## config.mk

```make
export PLATFORM = sky130hd
export DESIGN_NAME = timer_ctrl_flat
export DESIGN_NICKNAME = d
export VERILOG_FILES = /design/src/rtl/timer_ctrl_if.sv /design/src/rtl/timer_ctrl.sv /design/src/flat_wrapper.sv
export SDC_FILE = /design/constraint.sdc
export NUM_CORES = 1
export LEC_CHECK = 0
export CORE_ASPECT_RATIO = 1.4
export CORE_MARGIN = 1
export CORE_UTILIZATION = 36
export DETAILED_ROUTE_END_ITERATION = 6
export PLACE_DENSITY = 0.64
export SETUP_SLACK_MARGIN = 0.4
export SYNTH_ARGS = -nofsm -noshare
export SYNTH_HDL_FRONTEND = slang
export SYNTH_SLANG_ARGS = --single-unit
export TNS_END_PERCENT = 30
```

## constraint.sdc

```tcl
create_clock -name clk -period 2.1 [get_ports clk]
set_input_delay 0.42 -clock clk [delete_from_list [all_inputs] [get_ports clk]]
set_output_delay 0.42 -clock clk [all_outputs]
set_load 0.01 [all_outputs]
```

## src/rtl/timer_ctrl_if.sv

```systemverilog
// timer_ctrl_if: control/config/status bundle between a host (master) and timer_ctrl (slave)
// Signals: cfg_valid/cfg_ready handshake with cfg_period, cfg_prescale, cfg_oneshot;
//          start/stop run control; count, busy, tick status; irq/overrun with irq_ack.
interface timer_ctrl_if #(
    parameter int WIDTH   = 4,
    parameter int PRESC_W = 4
);
    logic               cfg_valid;
    logic               cfg_ready;
    logic [WIDTH-1:0]   cfg_period;
    logic [PRESC_W-1:0] cfg_prescale;
    logic               cfg_oneshot;
    logic               start;
    logic               stop;
    logic [WIDTH-1:0]   count;
    logic               busy;
    logic               tick;
    logic               irq;
    logic               irq_ack;
    logic               overrun;

    modport master (
        output cfg_valid, cfg_period, cfg_prescale, cfg_oneshot, start, stop, irq_ack,
        input  cfg_ready, count, busy, tick, irq, overrun
    );

    modport slave (
        input  cfg_valid, cfg_period, cfg_prescale, cfg_oneshot, start, stop, irq_ack,
        output cfg_ready, count, busy, tick, irq, overrun
    );
endinterface

```

## src/rtl/timer_ctrl.sv

```systemverilog
// timer_ctrl: programmable prescaled timer with one-shot/periodic modes and sticky irq/overrun
// Ports: clk, reset (sync, active-high); bus (timer_ctrl_if.slave) carries the config
//        handshake, start/stop control, count/busy/tick status and irq/overrun/irq_ack.
module timer_ctrl #(
    parameter int WIDTH   = 4,
    parameter int PRESC_W = 4
) (
    input  logic         clk,
    input  logic         reset,
    timer_ctrl_if.slave  bus
);
    typedef enum logic {IDLE, RUN} state_t;

    state_t             r_state;
    logic [WIDTH-1:0]   r_count;
    logic [PRESC_W-1:0] r_presc;
    logic [WIDTH-1:0]   r_period;
    logic [PRESC_W-1:0] r_prescale;
    logic               r_oneshot;
    logic               r_tick;
    logic               r_irq;
    logic               r_ovr;

    logic w_step;
    logic w_fire;

    assign w_step = r_presc == r_prescale;
    // A terminal step only fires when neither stop nor a restart overrides it.
    assign w_fire = r_state == RUN && !bus.stop && !bus.start && w_step && r_count == r_period;

    assign bus.cfg_ready = r_state == IDLE && !reset;
    assign bus.count     = r_count;
    assign bus.busy      = r_state == RUN;
    assign bus.tick      = r_tick;
    assign bus.irq       = r_irq;
    assign bus.overrun   = r_ovr;

    always_ff @(posedge clk) begin
        if (reset) begin
            r_state    <= IDLE;
            r_count    <= '0;
            r_presc    <= '0;
            r_period   <= '1;
            r_prescale <= '0;
            r_oneshot  <= 1'b0;
            r_tick     <= 1'b0;
            r_irq      <= 1'b0;
            r_ovr      <= 1'b0;
        end else begin
            r_tick <= w_fire;
            r_irq  <= w_fire | (r_irq & ~bus.irq_ack);
            r_ovr  <= ~bus.irq_ack & (r_ovr | (w_fire & r_irq));
            if (bus.cfg_valid && bus.cfg_ready) begin
                r_period   <= bus.cfg_period;
                r_prescale <= bus.cfg_prescale;
                r_oneshot  <= bus.cfg_oneshot;
            end
            if (r_state == IDLE) begin
                if (bus.start && !bus.stop) begin
                    r_state <= RUN;
                    r_count <= '0;
                    r_presc <= '0;
                end
            end else if (bus.stop) begin
                r_state <= IDLE;
            end else if (bus.start) begin
                r_count <= '0;
                r_presc <= '0;
            end else if (w_step) begin
                r_presc <= '0;
                if (r_count == r_period) begin
                    r_count <= '0;
                    if (r_oneshot)
                        r_state <= IDLE;
                end else begin
                    r_count <= r_count + 1'b1;
                end
            end else begin
                r_presc <= r_presc + 1'b1;
            end
        end
    end
endmodule

```

## src/flat_wrapper.sv

```systemverilog
// flat-port wrapper written by rule: the top's interface ports become plain ports
module timer_ctrl_flat 
#(
    parameter int WIDTH   = 4,
    parameter int PRESC_W = 4
)
  (clk, reset, bus_cfg_valid, bus_cfg_period, bus_cfg_prescale, bus_cfg_oneshot, bus_start, bus_stop, bus_irq_ack, bus_cfg_ready, bus_count, bus_busy, bus_tick, bus_irq, bus_overrun);
  timer_ctrl_if #(.WIDTH(WIDTH), .PRESC_W(PRESC_W)) bus_i ();
  input  logic clk;
  input  logic reset;
  input wire logic [$bits(bus_i.cfg_valid)-1:0] bus_cfg_valid;
  input wire logic [$bits(bus_i.cfg_period)-1:0] bus_cfg_period;
  input wire logic [$bits(bus_i.cfg_prescale)-1:0] bus_cfg_prescale;
  input wire logic [$bits(bus_i.cfg_oneshot)-1:0] bus_cfg_oneshot;
  input wire logic [$bits(bus_i.start)-1:0] bus_start;
  input wire logic [$bits(bus_i.stop)-1:0] bus_stop;
  input wire logic [$bits(bus_i.irq_ack)-1:0] bus_irq_ack;
  output wire logic [$bits(bus_i.cfg_ready)-1:0] bus_cfg_ready;
  output wire logic [$bits(bus_i.count)-1:0] bus_count;
  output wire logic [$bits(bus_i.busy)-1:0] bus_busy;
  output wire logic [$bits(bus_i.tick)-1:0] bus_tick;
  output wire logic [$bits(bus_i.irq)-1:0] bus_irq;
  output wire logic [$bits(bus_i.overrun)-1:0] bus_overrun;
  assign bus_i.cfg_valid = bus_cfg_valid;
  assign bus_i.cfg_period = bus_cfg_period;
  assign bus_i.cfg_prescale = bus_cfg_prescale;
  assign bus_i.cfg_oneshot = bus_cfg_oneshot;
  assign bus_i.start = bus_start;
  assign bus_i.stop = bus_stop;
  assign bus_i.irq_ack = bus_irq_ack;
  assign bus_cfg_ready = bus_i.cfg_ready;
  assign bus_count = bus_i.count;
  assign bus_busy = bus_i.busy;
  assign bus_tick = bus_i.tick;
  assign bus_irq = bus_i.irq;
  assign bus_overrun = bus_i.overrun;
  timer_ctrl #(.WIDTH(WIDTH), .PRESC_W(PRESC_W)) u_core (.clk(clk), .reset(reset), .bus(bus_i));
endmodule
```

==> metrics.md <==
| Metric | Value |
|---|---|
| Hold WS | 0.488 ns |
| Class of the worst hold path | register to register |
| Crit path arrival time | 1.26 ns |
| Lkg Pwr | 0.449 nW |
| Xor/xnor share of the synthesized area | 0.0717 |
| CP top delay family | buffers and inverters |
| Syn-to-layout area delta | 31.0% |
| Post-synth top area share | 0.430 |
| Final Critical Period | 1.68 ns |
| Critical path required time | 1.68 ns |
| Top-level port count | 24 |
| Mapped Nets | 132 |
| Clk_skew | 0.00276 ns |
| Initial DRC count | 26 |
| Via Count | 846 |
| # fillers | 268 |
| Worst path max stage delay | 0.55 ns |
| Port buffer count | 23 |
| Final hold viol count | 0 |
| Gpl congestion | 0.777 |
| Wire per inst | 10.6 µm |
| CTS buffer count | 3 |
| Crit-path max FO | 5 |
| Final Max Slew Viols | 0 |
| CTS tree | built |
| Mean post-synth cell area | 8.50 µm² |
| Multi-input gate area | 533 µm² |
| Distinct cells, synth | 29 |
| Pwr/cell area | 562 nW/µm² |
| Initial Util | 0.378 |
| Mapped Area | 977 µm² |
| Tcrit/Tclk final | 0.798 |
| Maximum root-to-sink buffer count | 2 |
| Max_slew headroom | 0.644 |
| Core Area | 2590 µm² |
| Count of final setup violators | 0 |
| Sequential fraction of the synthesis area | 0.430 |
| Die X | 46.0 µm |
| Startpoint Class | register |
| Peak supply drop | 0.000353 V |
| Compound-Gate Fraction of Synth Area | 0.138 |
| Antenna-violating nets left | 0 |
| Overall global routing resource usage | 0.140 |
| Commonest cells after routing, fill and taps aside | clkdlybuf4s50_1, dfxtp_1, nor2_1, nand2_1, o21ai_0 |
| Syn Inst Count | 115 |
| Worst-Margin Slew | 0.529 ns |
| CTS H-tree depth | 1 |
| Largest net degree at the start of global routing | 22 |
| Final setup TNS | 0 ns |
| Post-synthesis adder-cell area fraction | 0.0256 |
| GRT Residual Overflow | 0 |
| Mux cell area share after synthesis | 0.0205 |
| Initial antenna violation count | 0 |
| Diodes inserted | 0 |
| Largest family of logic cells by synthesized area | simple AND/OR/NAND/NOR gates |
| Post-CTS Hold Buffers | 0 |
| Die Span Y | 63.6 µm |
| Final HPWL DP | 1.38 mm |
| Post-route DRC | 0 |
| Fmax | 0.597 GHz |
| Vias in the first global route | 745 |
| WP buf/inv | 1 |
| Clk Tree Root Cell | clkbuf_4 |
| Final net count | 157 |
| Worst path slowest cell | clkdlybuf4s50_1 |
| Share of cells above drive strength 1 | 0.0935 |
| FF+latch area | 429 µm² |
| Outcome | complete, no violations |
| Simple-gate share of the synthesized area | 0.289 |
| Cell Chain, Critical Path | clkdlybuf4s50_1 |
| First-pass GRT wire length | 3.07 mm |
| Rows | 22 |
| Critical path capture point type | output pin |
| Full die area | 2930 µm² |
| Synth area leader | dfxtp_1 |
| Yosys warns | 0 |
| # clock sinks | 21 |
| Vias/cell | 4.83 |
| CP Class | register to output pin |
| Drt first pass iters | 4 |
| Synthesis-stage register bit count | 21 |
| Total routed wirelength | 1.86 mm |
| Ranking of synthesized cells by area | dfxtp_1, nand2_1, nor2_1 |
| Commonest non-fill, non-tap cell in the layout | clkdlybuf4s50_1 |
| Unrepaired setup endpoints after global routing | yes |
| Clock Latency Late Sink | 0.30 ns |
| Reg clk slew, reported paths | 0.11 ns |
| Max_cap viols | 0 |
per-layer routing:
metal,global-route usage,up-vias,wire [µm]
met2,0.220,21,875
met1,0.176,376,870
met4,0.0772,0,44
met5,0,-,0
met3,0.0172,4,68
li1,-,445,-
cells by family after synthesis:
logic type / after synthesis
multiplexers: 2
XOR/XNOR: 8
buffers and inverters: 6
AO/OA/AOI/OAI: 21
AND/OR/NAND/NOR: 55
flip-flops: 21
adder cells (fa/ha/maj): 2
timing repair:
action / in CTS / in global routing
setup buffers: 0 / 0
gates resized for setup: 1 / 7
pin swaps: 0 / 0
setup endpoints to repair: 6 / 6
power by group:
| group | total (W) | internal, W | switching, W |
|---|---|---|---|
| clock network | 0.000191 | 0.0000741 | 0.000117 |
| logic | 0.000101 | 0.0000550 | 0.0000464 |
| registers | 0.000427 | 0.000414 | 0.0000129 |
| total | 0.000720 | 0.000543 | 0.000176 |
worst paths after layout:
path              cells after the start  slack, ns                        startpoint                                to
setup / recovery                      1       0.42  u_core.bus.count[0]$_SDFFE_PP0P_                      bus_count[0]
hold / removal                        2       0.49     u_core.r_oneshot$_SDFFE_PP0P_     u_core.r_oneshot$_SDFFE_PP0P_
setup reg to reg                      5       0.52    u_core.r_presc[0]$_SDFFE_PP0P_  u_core.bus.count[1]$_SDFFE_PP0P_
hold reg to reg                       2       0.49     u_core.r_oneshot$_SDFFE_PP0P_     u_core.r_oneshot$_SDFFE_PP0P_
tightest hold or removal path: cells and delay by family, from the launching register on:
family	cells	cell delay [ns]
DFF	1	0.33
AOI/OAI and AO/OA	1	0.06
and+or+nand+nor	1	0.06
synthesized netlist by cell type:
cell	number
xnor2_1	4
a311oi_1	2
dfxtp_1	21
xor2_1	4
nand3_1	4
nor3b_2	1
nand2_1	15
a22oi_1	1
or3_1	1
a21oi_1	4
or3b_1	1
buf_2	1
nand2b_1	6
a31oi_4	1
buf_1	1
nor4_2	1
clkbuf_1	2
nor2_1	15
nand3b_1	3
o21ai_0	10
ha_1	2
and2_1	1
nand4_1	1
nor2b_1	1
inv_1	2
nor3_1	4
mux2i_1	2
and4_4	1
a31oi_1	3
metrics by stage:
stage | instance area (µm²) | cells | util | setup WS (ns) | power (W)
after floorplan | 977 | 115 | - | 0.649 | 0.000495
after global placement | 1240 | 171 | 0.481 | 0.191 | 0.000538
after detailed placement | 1240 | 171 | 0.481 | 0.166 | 0.000540
after CTS | 1270 | 175 | 0.490 | 0.248 | 0.000736
after global routing | 1280 | 175 | 0.495 | 0.368 | 0.000758
final | 1280 | 175 | 0.495 | 0.425 | 0.000720
state kept, by name (all words and copies together), names as in the netlist:
| name | cells |
|---|---|
| u_core.bus.count | 4 |
| u_core.r_period | 4 |
| u_core.r_presc | 4 |
| u_core.r_prescale | 4 |
| u_core.bus.busy | 1 |
| u_core.bus.irq | 1 |
| u_core.bus.overrun | 1 |
| u_core.bus.tick | 1 |
| u_core.r_oneshot | 1 |
layout make-up:
cell class                      instances  share of cell area
Sequential cell                        21               0.335
Inverter                                2             0.00587
Tap cell                               36              0.0352
Clock buffer                            4              0.0205
Multi-Input combinational cell         88               0.416
Timing Repair Buffer                   24               0.187
No activity file was read; power rests on OpenSTA's default activity.
